File: src/rtl/pipeline_ctrl.sv
// ---------------------------------------------------------------------------
// pipeline_ctrl
//   Hazard / stall / flush controller for a classic 5-stage pipeline.
//   Decides, every cycle, which pipeline latches advance (en) or are cleared
//   (flush), tracks a data-cache wait and a sticky halt, and counts the
//   cycles in which the PC was held.
//
// Ports
//   CLK, nRST                 : clock, asynchronous active-low reset
//   ihit, dhit                : instruction / data access completed this cycle
//   dmemREN_MEM, dmemWEN_MEM  : load / store occupying MEM
//   MemRead_EX, rt_EX         : load in EX and its destination register
//   rs_ID, rt_ID              : source registers of the ID instruction
//   redirect_EX               : taken branch / jump resolved in EX
//   halt_WB                   : halt instruction reached WB
//   pc_en, *_en, *_flush      : latch controls (combinational)
//   halt                      : sticky halted flag (registered)
//   state                     : RUN=0, DWAIT=1, HALT=2 (registered)
//   stall_cnt                 : saturating count of PC-held cycles (registered)
// ---------------------------------------------------------------------------
module pipeline_ctrl (
    input  logic        CLK,
    input  logic        nRST,
    input  logic        ihit,
    input  logic        dhit,
    input  logic        dmemREN_MEM,
    input  logic        dmemWEN_MEM,
    input  logic        MemRead_EX,
    input  logic [4:0]  rt_EX,
    input  logic [4:0]  rs_ID,
    input  logic [4:0]  rt_ID,
    input  logic        redirect_EX,
    input  logic        halt_WB,
    output logic        pc_en,
    output logic        ifid_en,
    output logic        ifid_flush,
    output logic        idex_en,
    output logic        idex_flush,
    output logic        exmem_en,
    output logic        exmem_flush,
    output logic        memwb_en,
    output logic        memwb_flush,
    output logic        halt,
    output logic [1:0]  state,
    output logic [15:0] stall_cnt
);

    typedef enum logic [1:0] {
        ST_RUN   = 2'd0,
        ST_DWAIT = 2'd1,
        ST_HALT  = 2'd2
    } state_t;

    state_t      state_q, state_d;
    logic        fetched_q, fetched_d;
    logic        halt_q, halt_d;
    logic [15:0] stall_cnt_q, stall_cnt_d;

    logic        dstall_s;
    logic        hz_s;
    logic        istall_s;

    // Hazard detection terms
    always_comb begin
        dstall_s = (dmemREN_MEM | dmemWEN_MEM) & ~dhit;
        hz_s     = MemRead_EX & (rt_EX != 5'd0) &
                   ((rt_EX == rs_ID) | (rt_EX == rt_ID));
        // An instruction already captured during a back-end stall must not
        // be treated as a pending miss.
        istall_s = ~ihit & ~fetched_q;
    end

    // Latch enable / flush priority decode
    always_comb begin
        pc_en       = 1'b0;
        ifid_en     = 1'b0;
        ifid_flush  = 1'b0;
        idex_en     = 1'b0;
        idex_flush  = 1'b0;
        exmem_en    = 1'b0;
        exmem_flush = 1'b0;
        memwb_en    = 1'b0;
        memwb_flush = 1'b0;
        if (state_q == ST_HALT) begin
            pc_en = 1'b0;
        end else if (dstall_s) begin
            pc_en = 1'b0;
        end else if (redirect_EX) begin
            // Redirect outranks istall and hz: move the PC and kill the
            // wrong-path instructions in IF/ID and ID/EX.
            pc_en      = 1'b1;
            ifid_flush = 1'b1;
            idex_flush = 1'b1;
            exmem_en   = 1'b1;
            memwb_en   = 1'b1;
        end else if (istall_s | hz_s) begin
            // Hold front end, inject a bubble into EX, let the back end drain.
            idex_flush = 1'b1;
            exmem_en   = 1'b1;
            memwb_en   = 1'b1;
        end else begin
            pc_en    = 1'b1;
            ifid_en  = 1'b1;
            idex_en  = 1'b1;
            exmem_en = 1'b1;
            memwb_en = 1'b1;
        end
    end

    // Next-state logic for FSM, fetched flag, halt flag and stall counter
    always_comb begin
        state_d = state_q;
        case (state_q)
            ST_RUN: begin
                if (dstall_s) begin
                    state_d = ST_DWAIT;
                end else if (halt_WB) begin
                    state_d = ST_HALT;
                end else begin
                    state_d = ST_RUN;
                end
            end
            ST_DWAIT: begin
                if (halt_WB & ~dstall_s) begin
                    state_d = ST_HALT;
                end else if (dhit) begin
                    state_d = ST_RUN;
                end else begin
                    state_d = ST_DWAIT;
                end
            end
            ST_HALT: begin
                state_d = ST_HALT;
            end
            default: begin
                state_d = ST_RUN;
            end
        endcase

        if (ifid_en | ifid_flush) begin
            fetched_d = 1'b0;
        end else if (ihit) begin
            fetched_d = 1'b1;
        end else begin
            fetched_d = fetched_q;
        end

        halt_d = (state_d == ST_HALT);

        if ((state_q != ST_HALT) && !pc_en && (stall_cnt_q != 16'hFFFF)) begin
            stall_cnt_d = stall_cnt_q + 16'd1;
        end else begin
            stall_cnt_d = stall_cnt_q;
        end
    end

    // State registers
    always_ff @(posedge CLK or negedge nRST) begin
        if (!nRST) begin
            state_q     <= ST_RUN;
            fetched_q   <= 1'b0;
            halt_q      <= 1'b0;
            stall_cnt_q <= 16'd0;
        end else begin
            state_q     <= state_d;
            fetched_q   <= fetched_d;
            halt_q      <= halt_d;
            stall_cnt_q <= stall_cnt_d;
        end
    end

    assign halt      = halt_q;
    assign state     = state_q;
    assign stall_cnt = stall_cnt_q;

endmodule

File: config.mk
export PLATFORM = sky130hd
export DESIGN_NAME = pipeline_ctrl
export DESIGN_NICKNAME = d
export VERILOG_FILES = /design/src/rtl/pipeline_ctrl.sv
export SDC_FILE = /design/constraint.sdc
export NUM_CORES = 1
export LEC_CHECK = 0
export ABC_AREA = 1
export ABC_CLOCK_PERIOD_IN_PS = 2850
export CAP_MARGIN = 0
export CORE_ASPECT_RATIO = 1.5
export CORE_UTILIZATION = 40
export DETAILED_ROUTE_END_ITERATION = 7
export PLACE_DENSITY = 0.73
export SETUP_SLACK_MARGIN = 0.15
export SYNTH_ARGS = -nofsm -noshare
export SYNTH_HDL_FRONTEND = slang
export SYNTH_SLANG_ARGS = --single-unit
export TNS_END_PERCENT = 5
File: constraint.sdc
create_clock -name CLK -period 2.85 [get_ports CLK]
set_input_delay 0.285 -clock CLK [delete_from_list [all_inputs] [get_ports CLK]]
set_output_delay 0.285 -clock CLK [all_outputs]
set_load 0.05 [all_outputs]
==> results.toml, run 1 <==
[yosys]
ys_warn_count = 0
synthFlopType = "dfrtp_1"
yosysUniqueCellTypes = 25
syn_area_sq_um = 1460
synth.avg_cell_area_sq_um = 6.82
async_reset_ff_share_pct = 100
synth_cells = 214
yosysTopAreaCell = "dfrtp_1"
ys_top_cells_by_area = "dfrtp_1, nand2_1, nand4_1"
ys_seq_area_share_pct = 34.3
synth_top_area_share_pct = 34.3
ys_seq_elements = 20
synth_edf_count = 0

[grt]
grt_pass1_wl_um = 5480
grt-busiest-layer = "met2"
met2_usage_pct = 33.0
use_met3_pct = 2.81
grt_pass1_vias = 1303
grt_max_degree = 21
overflow = 0
grt.total_usage_pct = 17.9
met1_usage_pct = 20.0
antenna_found_initial = 0

[floorplan]
start_util_pct = 42.3
io_pins = 52
rows = 26
coreArea_sq_um = 3450
die_w_um = 51.3
die_area_sq_um = 3900
die_h_um = 76.0

[timing]
slew_violations = 0
rsz0062_at_grt = "no"
timing.fmax_mhz = 440
hold_viol_final = 0
setup_viol = 0
finalCriticalPeriod_ns = 2.27
period_share_pct = 79.7
finClkSkew_ns = 0.00367
max_slew_margin_pct = 39.9
tightest_slew_ns = 0.899
tns_ns = 0

[pwr]
ir_drop_mv = 0.489
p_leak_uw = 0.00101
power.total_uw = 1360
power_density_nw_per_um2 = 676

[finish]
antennaDiodeCount = 0
layout.cells.non_filler = 301
nets = 285
syn_to_final_growth_pct = 37.7
fin_area_sq_um = 2010
finish.utilization_pct = 58.3
drive_gt1_share_pct = 8.88
num-fill-cells = 335

[setup_path]
start_kind = "primary input"
path_max_fanout = 4
crit_path_end_kind = "output pin"
cp.arrival_ns = 1.99
worstSetupEndpoint = "ifid_flush"
reg2reg_to = "stall_cnt[6]$_DFFE_PN0P_"
reg2reg_from = "stall_cnt[0]$_DFFE_PN0P_"
cp-startpoint = "dmemREN_MEM"
worst-endpoint-required_ns = 2.57
critPathKind = "in -> out"
worstRegToRegCells = 9
rrSetupSlack_ns = 0.97

[placed_design]
dp_cells = 297
placed_area_sq_um = 1940
hpwlAfterDp_um = 2440
port_buffers = 49
gp_congestion = 0.779

[detailed_routing]
drt_iter0_markers = 27
vias = 1422
wire_per_inst_um = 11.1
vias_per_cell = 4.72
dr.pass1.iters = 4
drc_errors = 0
wl_um = 3340
ant_nets = 0

[worst_hold_path]
worstHoldPathType = "reg -> reg"

[clocking]
clock_latency_ns = 0.26
post_cts_resized = 0
cts-root-buf = "clkbuf_8"
cts.path.max_buffers = 2
cts_buffers = 3
postCtsHoldBufs = 0
htreeDepth = 1
clock-sinks = 20
cts_tree = "built"
cts.clk_slew.worst_paths_ns = 0.08
cts_setup_buffers = 0

[run]
cap_violations = 0

[run_status]
status = "finished clean"
[report_power, final]
group	internal [uW]	leakage (uW)	total [uW]	switching (uW)
logic	216	0.000708	693	477
clock network	188	0.0000357	284	96.6
registers	334	0.000266	381	47.1
total	738	0.00101	1360	621
[flip-flops by register name (all words and copies together), names as in the netlist]
signal     count
stall_cnt     16
state          2
fetched_q      1
halt           1
[cell families (layout without fill, tap and decap cells)]
group | after synthesis | count (layout) | synth area share [%]
xor+xnor | 14 | 14 | 8.40
compound gates | 5 | 5 | 1.71
other cells | 1 | 2 | 0.257
fa+ha+maj | 1 | 1 | 0.857
buf+inv | 41 | 85 | 12.5
flops | 20 | 20 | 34.3
simple gates | 132 | 132 | 41.9
[worst max-delay path, cell delays in order]
cell             delay (ns)
clkdlybuf4s50_1        0.48
inv_1                  0.04
a21oi_1                0.28
nor2_2                 0.09
inv_1                  0.09
nor2_1                 0.04
clkdlybuf4s50_1        0.69
[worst min path at each step]
stage                       startpoint               endpoint  slack, ns  depth (start not counted)
floorplan                         nRST  fetched_q$_DFFE_PN0P_      -0.01                          0
global placement    state[1]$_DFF_PN0_     state[0]$_DFF_PN0_       0.47                          1
detailed placement  state[1]$_DFF_PN0_     state[0]$_DFF_PN0_       0.46                          1
CTS                 state[1]$_DFF_PN0_     state[0]$_DFF_PN0_       0.47                          1
global route        state[1]$_DFF_PN0_     state[0]$_DFF_PN0_       0.50                          1
finish              state[1]$_DFF_PN0_     state[0]$_DFF_PN0_       0.47                          1
[final cells by class]
| class | instances | area [sq um] | share of cell area [%] |
|---|---|---|---|
| inverter | 32 | 120 | 5.98 |
| timing repair buffer | 49 | 480 | 23.9 |
| tap | 42 | 52.6 | 2.62 |
| multi-input combinational | 154 | 785 | 39.0 |
| sequential | 20 | 500 | 24.9 |
| clock inverter | 1 | 30.0 | 1.49 |
| clock buffer | 3 | 41.3 | 2.05 |
[cells in the mapped netlist, types with 2 or more instances]
| cell type | n |
|---|---|
| o21ai_0 | 3 |
| xnor2_1 | 9 |
| nand2_1 | 74 |
| a21oi_1 | 2 |
| inv_1 | 29 |
| nand4_1 | 18 |
| buf_2 | 2 |
| inv_2 | 3 |
| dfrtp_1 | 20 |
| nor2_2 | 2 |
| buf_4 | 5 |
| nand2_2 | 3 |
| nor3_1 | 4 |
| xor2_1 | 5 |
| nor2_1 | 17 |
| nand3_1 | 9 |
[through the flow]
stage | hold WS, ns | setup WS (ns)
after floorplan | -0.0106 | 0.342
after global routing | 0.502 | 0.446
final | 0.467 | 0.578
after global placement | 0.470 | 0.594
after CTS | 0.471 | 0.566
after detailed placement | 0.460 | 0.567
[placed cells by master, fill, tap and decap left out, types with 3 or more instances in the layout]
| cell type | n |
|---|---|
| clkdlybuf4s50_1 | 45 |
| nor2_1 | 15 |
| o21ai_0 | 3 |
| nor2_2 | 4 |
| nand2_1 | 74 |
| inv_1 | 29 |
| nand3_1 | 9 |
| xnor2_1 | 9 |
| inv_2 | 3 |
| nor3_1 | 4 |
| dfrtp_1 | 20 |
| nand4_1 | 18 |
| clkbuf_8 | 3 |
| buf_4 | 4 |
| nand2_2 | 3 |
| xor2_1 | 5 |
[layer usage]
layer	wire [um]	up-vias
met5	0	-
met2	1680	43
met3	233	5
met1	1380	616
met4	45	0
li1	-	758
No activity file was read; power rests on OpenSTA's default activity.
==> inputs of run 2 (changes only) <==
--- a/config.mk
+++ b/config.mk
@@ -6,7 +6,7 @@
 export NUM_CORES = 1
 export LEC_CHECK = 0
 export ABC_AREA = 1
-export ABC_CLOCK_PERIOD_IN_PS = 2850
+export ABC_CLOCK_PERIOD_IN_PS = 2290
 export CAP_MARGIN = 0
 export CORE_ASPECT_RATIO = 1.5
 export CORE_UTILIZATION = 40
==> constraint.sdc (replaced) <==
create_clock -name CLK -period 2.29 [get_ports CLK]
set_input_delay 0.229 -clock CLK [delete_from_list [all_inputs] [get_ports CLK]]
set_output_delay 0.229 -clock CLK [all_outputs]
set_load 0.05 [all_outputs]
==> run 2 against run 1 <==
Against the previous run: non-clock buffer count rose by 2; via count grew 2.0%; combinational power rose by 36%; first-iteration DRC count decreased by 3.7%.
==> results.toml, run 2 (synthesis gave the netlist of run 1 again) <==
[run_status]
status = "finished clean"

[floorplan]
die_h_um = 76.0
die_w_um = 51.3
io_pins = 52
die_area_sq_um = 3900
rows = 26
start_util_pct = 42.3
coreArea_sq_um = 3450

[grt]
grt_pass1_wl_um = 5950
grt.total_usage_pct = 19.7
antenna_found_initial = 0
overflow = 0
grt_pass1_vias = 1446
grt_max_degree = 21

[setup_path]
path_max_fanout = 19
cp.arrival_ns = 1.75
worstRegToRegCells = 9
worst-endpoint-required_ns = 2.06
worstSetupEndpoint = "pc_en"
start_kind = "primary input"
reg2reg_to = "stall_cnt[4]$_DFFE_PN0P_"
cp-startpoint = "rt_EX[1]"
reg2reg_from = "stall_cnt[0]$_DFFE_PN0P_"
crit_path_end_kind = "output pin"
critPathKind = "in -> out"
rrSetupSlack_ns = 0.43

[finish]
drive_gt1_share_pct = 11.1
antennaDiodeCount = 0
final_cell_mix = "nand2_1, clkdlybuf4s50_1, inv_1"
nets = 287
finish.utilization_pct = 60.2
largest_reg_flops = 16
final_common_cell = "nand2_1"
syn_to_final_growth_pct = 42.4

[clocking]
clock-sinks = 20
cts.path.max_buffers = 2
htreeDepth = 1
cts_tree = "built"
cts_buffers = 3
postCtsHoldBufs = 0
clock_latency_ns = 0.26
cts.clk_slew.worst_paths_ns = 0.07
cts-root-buf = "clkbuf_8"
cts_setup_buffers = 0

[run]
cap_violations = 0

[detailed_routing]
ant_nets = 0
dr.pass1.iters = 4
drt_iter0_markers = 26
drc_errors = 0
wl_um = 3500
vias_per_cell = 4.79
wire_per_inst_um = 11.5
vias = 1450

[placed_design]
gp_congestion = 0.762
hpwlAfterDp_um = 2700
dp_slack_ns = 0.192
port_buffers = 49

[timing]
setup_viol = 0
tns_ns = 0
rsz0062_at_grt = "no"
period_share_pct = 86.5
hold_viol_final = 0
finClkSkew_ns = 0.00314
timing.fmax_mhz = 505
finalCriticalPeriod_ns = 1.98
tightest_slew_ns = 0.609
setup_ws_ns = 0.309
max_slew_margin_pct = 59.4
slew_violations = 0

[pwr]
ir_drop_mv = 0.596
power_density_nw_per_um2 = 813
p_leak_uw = 0.00103

[worst_hold_path]
worstHoldPathType = "in -> async"
-- run 2: per-stage QoR --
step           instance area (sq um)  hold slack, ns  power [uW]  cells
2_1_floorplan                   1480         -0.0666        1120    215
3_3_place_gp                    2010           0.464        1410    299
3_5_place_dp                    2010           0.473        1420    299
4_1_cts                         2060           0.305        1690    303
5_1_grt                         2080           0.326        1800    303
6_report                        2080           0.301        1690    303
-- run 2: power by group --
part           internal (uW)  switching, uW
registers                416           59.2
clock network            153            117
logic                    323            620
total                    893            796
-- run 2: final cells by class --
cell class | count | area (sq um)
Multi-Input combinational cell | 154 | 811
Inverter | 32 | 120
Timing Repair Buffer | 51 | 538
Tap cell | 42 | 52.6
Clock buffer | 4 | 55.1
Sequential cell | 20 | 500
Fill cell | 335 | 1370
-- run 2: worst min path at each step --
| stage | startpoint | endpoint | slack [ns] | cells past startpoint |
|---|---|---|---|---|
| 6_report | nRST | stall_cnt[15]$_DFFE_PN0P_ | 0.30 | 2 |
| 5_1_grt | nRST | stall_cnt[13]$_DFFE_PN0P_ | 0.33 | 2 |
| 4_1_cts | nRST | stall_cnt[15]$_DFFE_PN0P_ | 0.31 | 2 |
| 3_5_place_dp | state[1]$_DFF_PN0_ | state[0]$_DFF_PN0_ | 0.47 | 1 |
| 3_3_place_gp | state[1]$_DFF_PN0_ | state[0]$_DFF_PN0_ | 0.46 | 1 |
| 2_1_floorplan | nRST | fetched_q$_DFFE_PN0P_ | -0.07 | 0 |
-- run 2: routing by layer --
metal	GRT usage (%)	wire length, um	vias to the layer above
met2	37.2	1840	42
met5	0	0	-
met4	8.11	75	0
met3	4.82	235	7
met1	19.2	1340	641
li1	-	-	760
-- run 2: worst max-delay path, cell delays in order --
cell             delay, ns
clkdlybuf4s50_1       0.50
inv_1                 0.09
nand2_1               0.06
nand2_1               0.05
nor2_1                0.10
nand3_1               0.08
nand2_1               0.07
nand2_1               0.06
nand2_1               0.07
nand2_2               0.08
nand2_8               0.14
nor2_4                0.06
buf_12                0.16
-- run 2: timing repair --
action / 4_1_cts / 5_1_grt
endpoints found under the setup margin: 0 / 1
endpoints found under the hold margin: 0 / 0
gates resized for setup: 0 / 3
==> RTL edit (settings of run 2) <==
Make the reset (`nRST`) synchronous in one clocked block. Comments in the files are not updated.
--- a/src/rtl/pipeline_ctrl.sv
+++ b/src/rtl/pipeline_ctrl.sv
@@ -156,5 +156,5 @@
 
     // State registers
-    always_ff @(posedge CLK or negedge nRST) begin
+    always_ff @(posedge CLK) begin
         if (!nRST) begin
             state_q     <= ST_RUN;
Check against the original RTL: differs if nRST is asserted again (counterexample within 4 cycles, from zero or initial values and one cycle with nRST low); with nRST held inactive, the same outputs for 10 cycles.
==> RTL edit against run 2 <==
  * Setup slack improved by 0.058 ns
  * Sequential share of layout area decreased by 5.6 points
  * Synthesized area increased by 6.6%
  * Final area increased by 4.2%
  * Routed wire length increased by 7.7%
  * Sequential cell count unchanged
  * Final cell count increased by 20%
  * Critical path type unchanged
Power is not compared: it rests on default switching activity, and its combinational part moved more than twofold at a synthesized area within 25%.
==> RTL edit: results (changes against run 2) <==
| Metric | Value |
|---|---|
| Status | complete, no violations (unchanged) |
| Max layer used | met4 (unchanged) |
| GP Congestion | 0.827 (was 0.762) |
| R2R Setup Slk | 0.38 ns (was 0.43 ns) |
| Via Count | 1,721 (was 1,450) |
| Skew final | 0.00227 ns (was 0.00314 ns) |
| Reg-to-Reg End | stall_cnt[13] (was stall_cnt[4]) |
| Post-synthesis sequential area ratio | 25.7% (was 34.3%) |
| CP Launch Point | rt_EX[3] (was rt_EX[1]) |
| Top cells by count, synth | nand2_1, inv_1, nor2_1 (was nand2_1, inv_1, dfrtp_1) |
| Iter 0 DRT Violations | 21 (was 26) |
| Hold WC Path Type | reg -> reg (was in -> async) |
| WL met2 | 2.09 mm (was 1.84 mm) |
| CP max stage delay | 0.45 ns (was 0.50 ns) |
| H-tree lvl count | 1 (unchanged) |
| Vias in the first global route | 1,576 (was 1,446) |
| Pre-CTS setup slack | 0.231 ns (was 0.192 ns) |
| Drt first pass iters | 4 (unchanged) |
| Initial antenna violation count | 0 (unchanged) |
| Total track usage | 18.9% (was 19.7%) |
| Area contributors post-synth | dfxtp_1, nand2_1, inv_1, nor2_1, nand4_1 (was dfrtp_1, nand2_1, nand4_1, inv_1, xnor2_1) |
| Top_reg_cell synth | dfxtp_1 (was dfrtp_1) |
| Share of cells above drive strength 1 | 11.2% (was 11.1%) |
| Largest net degree at the start of global routing | 32 (was 21) |
| Number of antenna diodes | 0 (unchanged) |
| Fin nets | 347 (was 287) |
| First-pass GRT wire length | 6.08 mm (was 5.95 mm) |
| Delay-heaviest family, CP | buffers and inverters (was simple AND/OR/NAND/NOR gates) |
| Synth warn | 0 (unchanged) |
| Final HPWL DP | 2.94 mm (was 2.70 mm) |
| Top-count cell post-synth | nand2_1 (unchanged) |
| CP max FO | 6 (was 19) |
| Critical path's slowest cell | clkdlybuf4s50_1 (unchanged) |
| Leakage power | about 1.1 nW |
| R2r worst-path depth | 12 (was 9) |
| Synth cell types | 24 (was 25) |
| Asr flop ratio synth | 0% (was 100%) |
| Post-detailed-route count of antenna-violating nets | 0 (unchanged) |
| Slew HR | 41.4% (was 59.4%) |
| Endpoint, Worst Hold | state[0] |
| Max reg flops | 16 (unchanged) |
| Wire length on met3 | 203 um (was 235 um) |
| Wire length on met1 | 1.41 mm (was 1.34 mm) |
| FF-to-FF Start | stall_cnt[1] (was stall_cnt[0]) |
| Post-DR wirelength/cell | 10.3 um (was 11.5 um) |
| WHS Path Cells | 1 |
-- RTL edit: cell count changes after synthesis, sizes merged, moves of 13 or more --
cell,delta
inv,+39
dfxtp,+20
nand3,+13
nor2,+22
dfrtp,-20
-- RTL edit: cells by family (layout without fill, tap and decap cells) --
group                      Yosys count  count (layout)  synth area share (%)
and+or+nand+nor                    162             162                  47.5
buffers and inverters               83             129                  22.4
DFF                                 20              20                  25.7
AOI/OAI and AO/OA                    4               4                  1.53
xor gates and xnor gates             3               3                  1.69
adders and majority gates            1               1                 0.804
other                                1               2                 0.241
-- RTL edit: worst max path at each step --
stage	end	slack, ns
final	pc_en	0.37
after global routing	stall_cnt[13]	0.16
after CTS	pc_en	0.30
after detailed placement	stall_cnt[9]	0.23
after global placement	stall_cnt[5]	0.26
after floorplan	ifid_flush	0.08
-- RTL edit: timing repair --
item | CTS | global route
setup endpoints to repair | 0 | 1
gates resized for setup | 0 | 1
hold buffers | 0 | 0
-- RTL edit: worst register-to-register path, delay by kind of cell, from the launching register on --
| kind | cells | cell delay, ns |
|---|---|---|
| simple gates | 10 | 1.10 |
| flops | 1 | 0.42 |
| fa+ha+maj | 1 | 0.24 |
| buf+inv | 1 | 0.05 |
-- RTL edit: metrics by stage --
stage / hold slack [ns] / std cells / instance area, um2
after floorplan: 0.321 / 275 / 1570
after global routing: 0.544 / 364 / 2160
after global placement: 0.462 / 360 / 2110
final: 0.474 / 364 / 2160
after CTS: 0.481 / 364 / 2160
after detailed placement: 0.470 / 360 / 2110
-- RTL edit: area by class of cell --
| type | count | area (um2) |
|---|---|---|
| repair buffers | 54 | 561 |
| flip-flops and latches | 20 | 400 |
| multi-input cells | 172 | 827 |
| inverters | 71 | 267 |
| fillers | 376 | 1520 |
| clock buffers | 4 | 55.1 |
| well taps | 43 | 53.8 |
-- RTL edit: per-layer routing --
layer,vias to the layer above,track usage (%)
li1,909,-
met1,759,17.8
met2,46,38.1
met3,7,2.33
met4,0,6.84
met5,-,0
-- RTL edit: power breakdown --
group / internal, mW / total (mW) / switching (mW) / leakage [nW]
Combinational: 0.131 / 0.330 / 0.199 / 0.888
Sequential: 0.360 / 0.372 / 0.0121 / 0.163
Clock: 0.153 / 0.278 / 0.124 / 0.0288
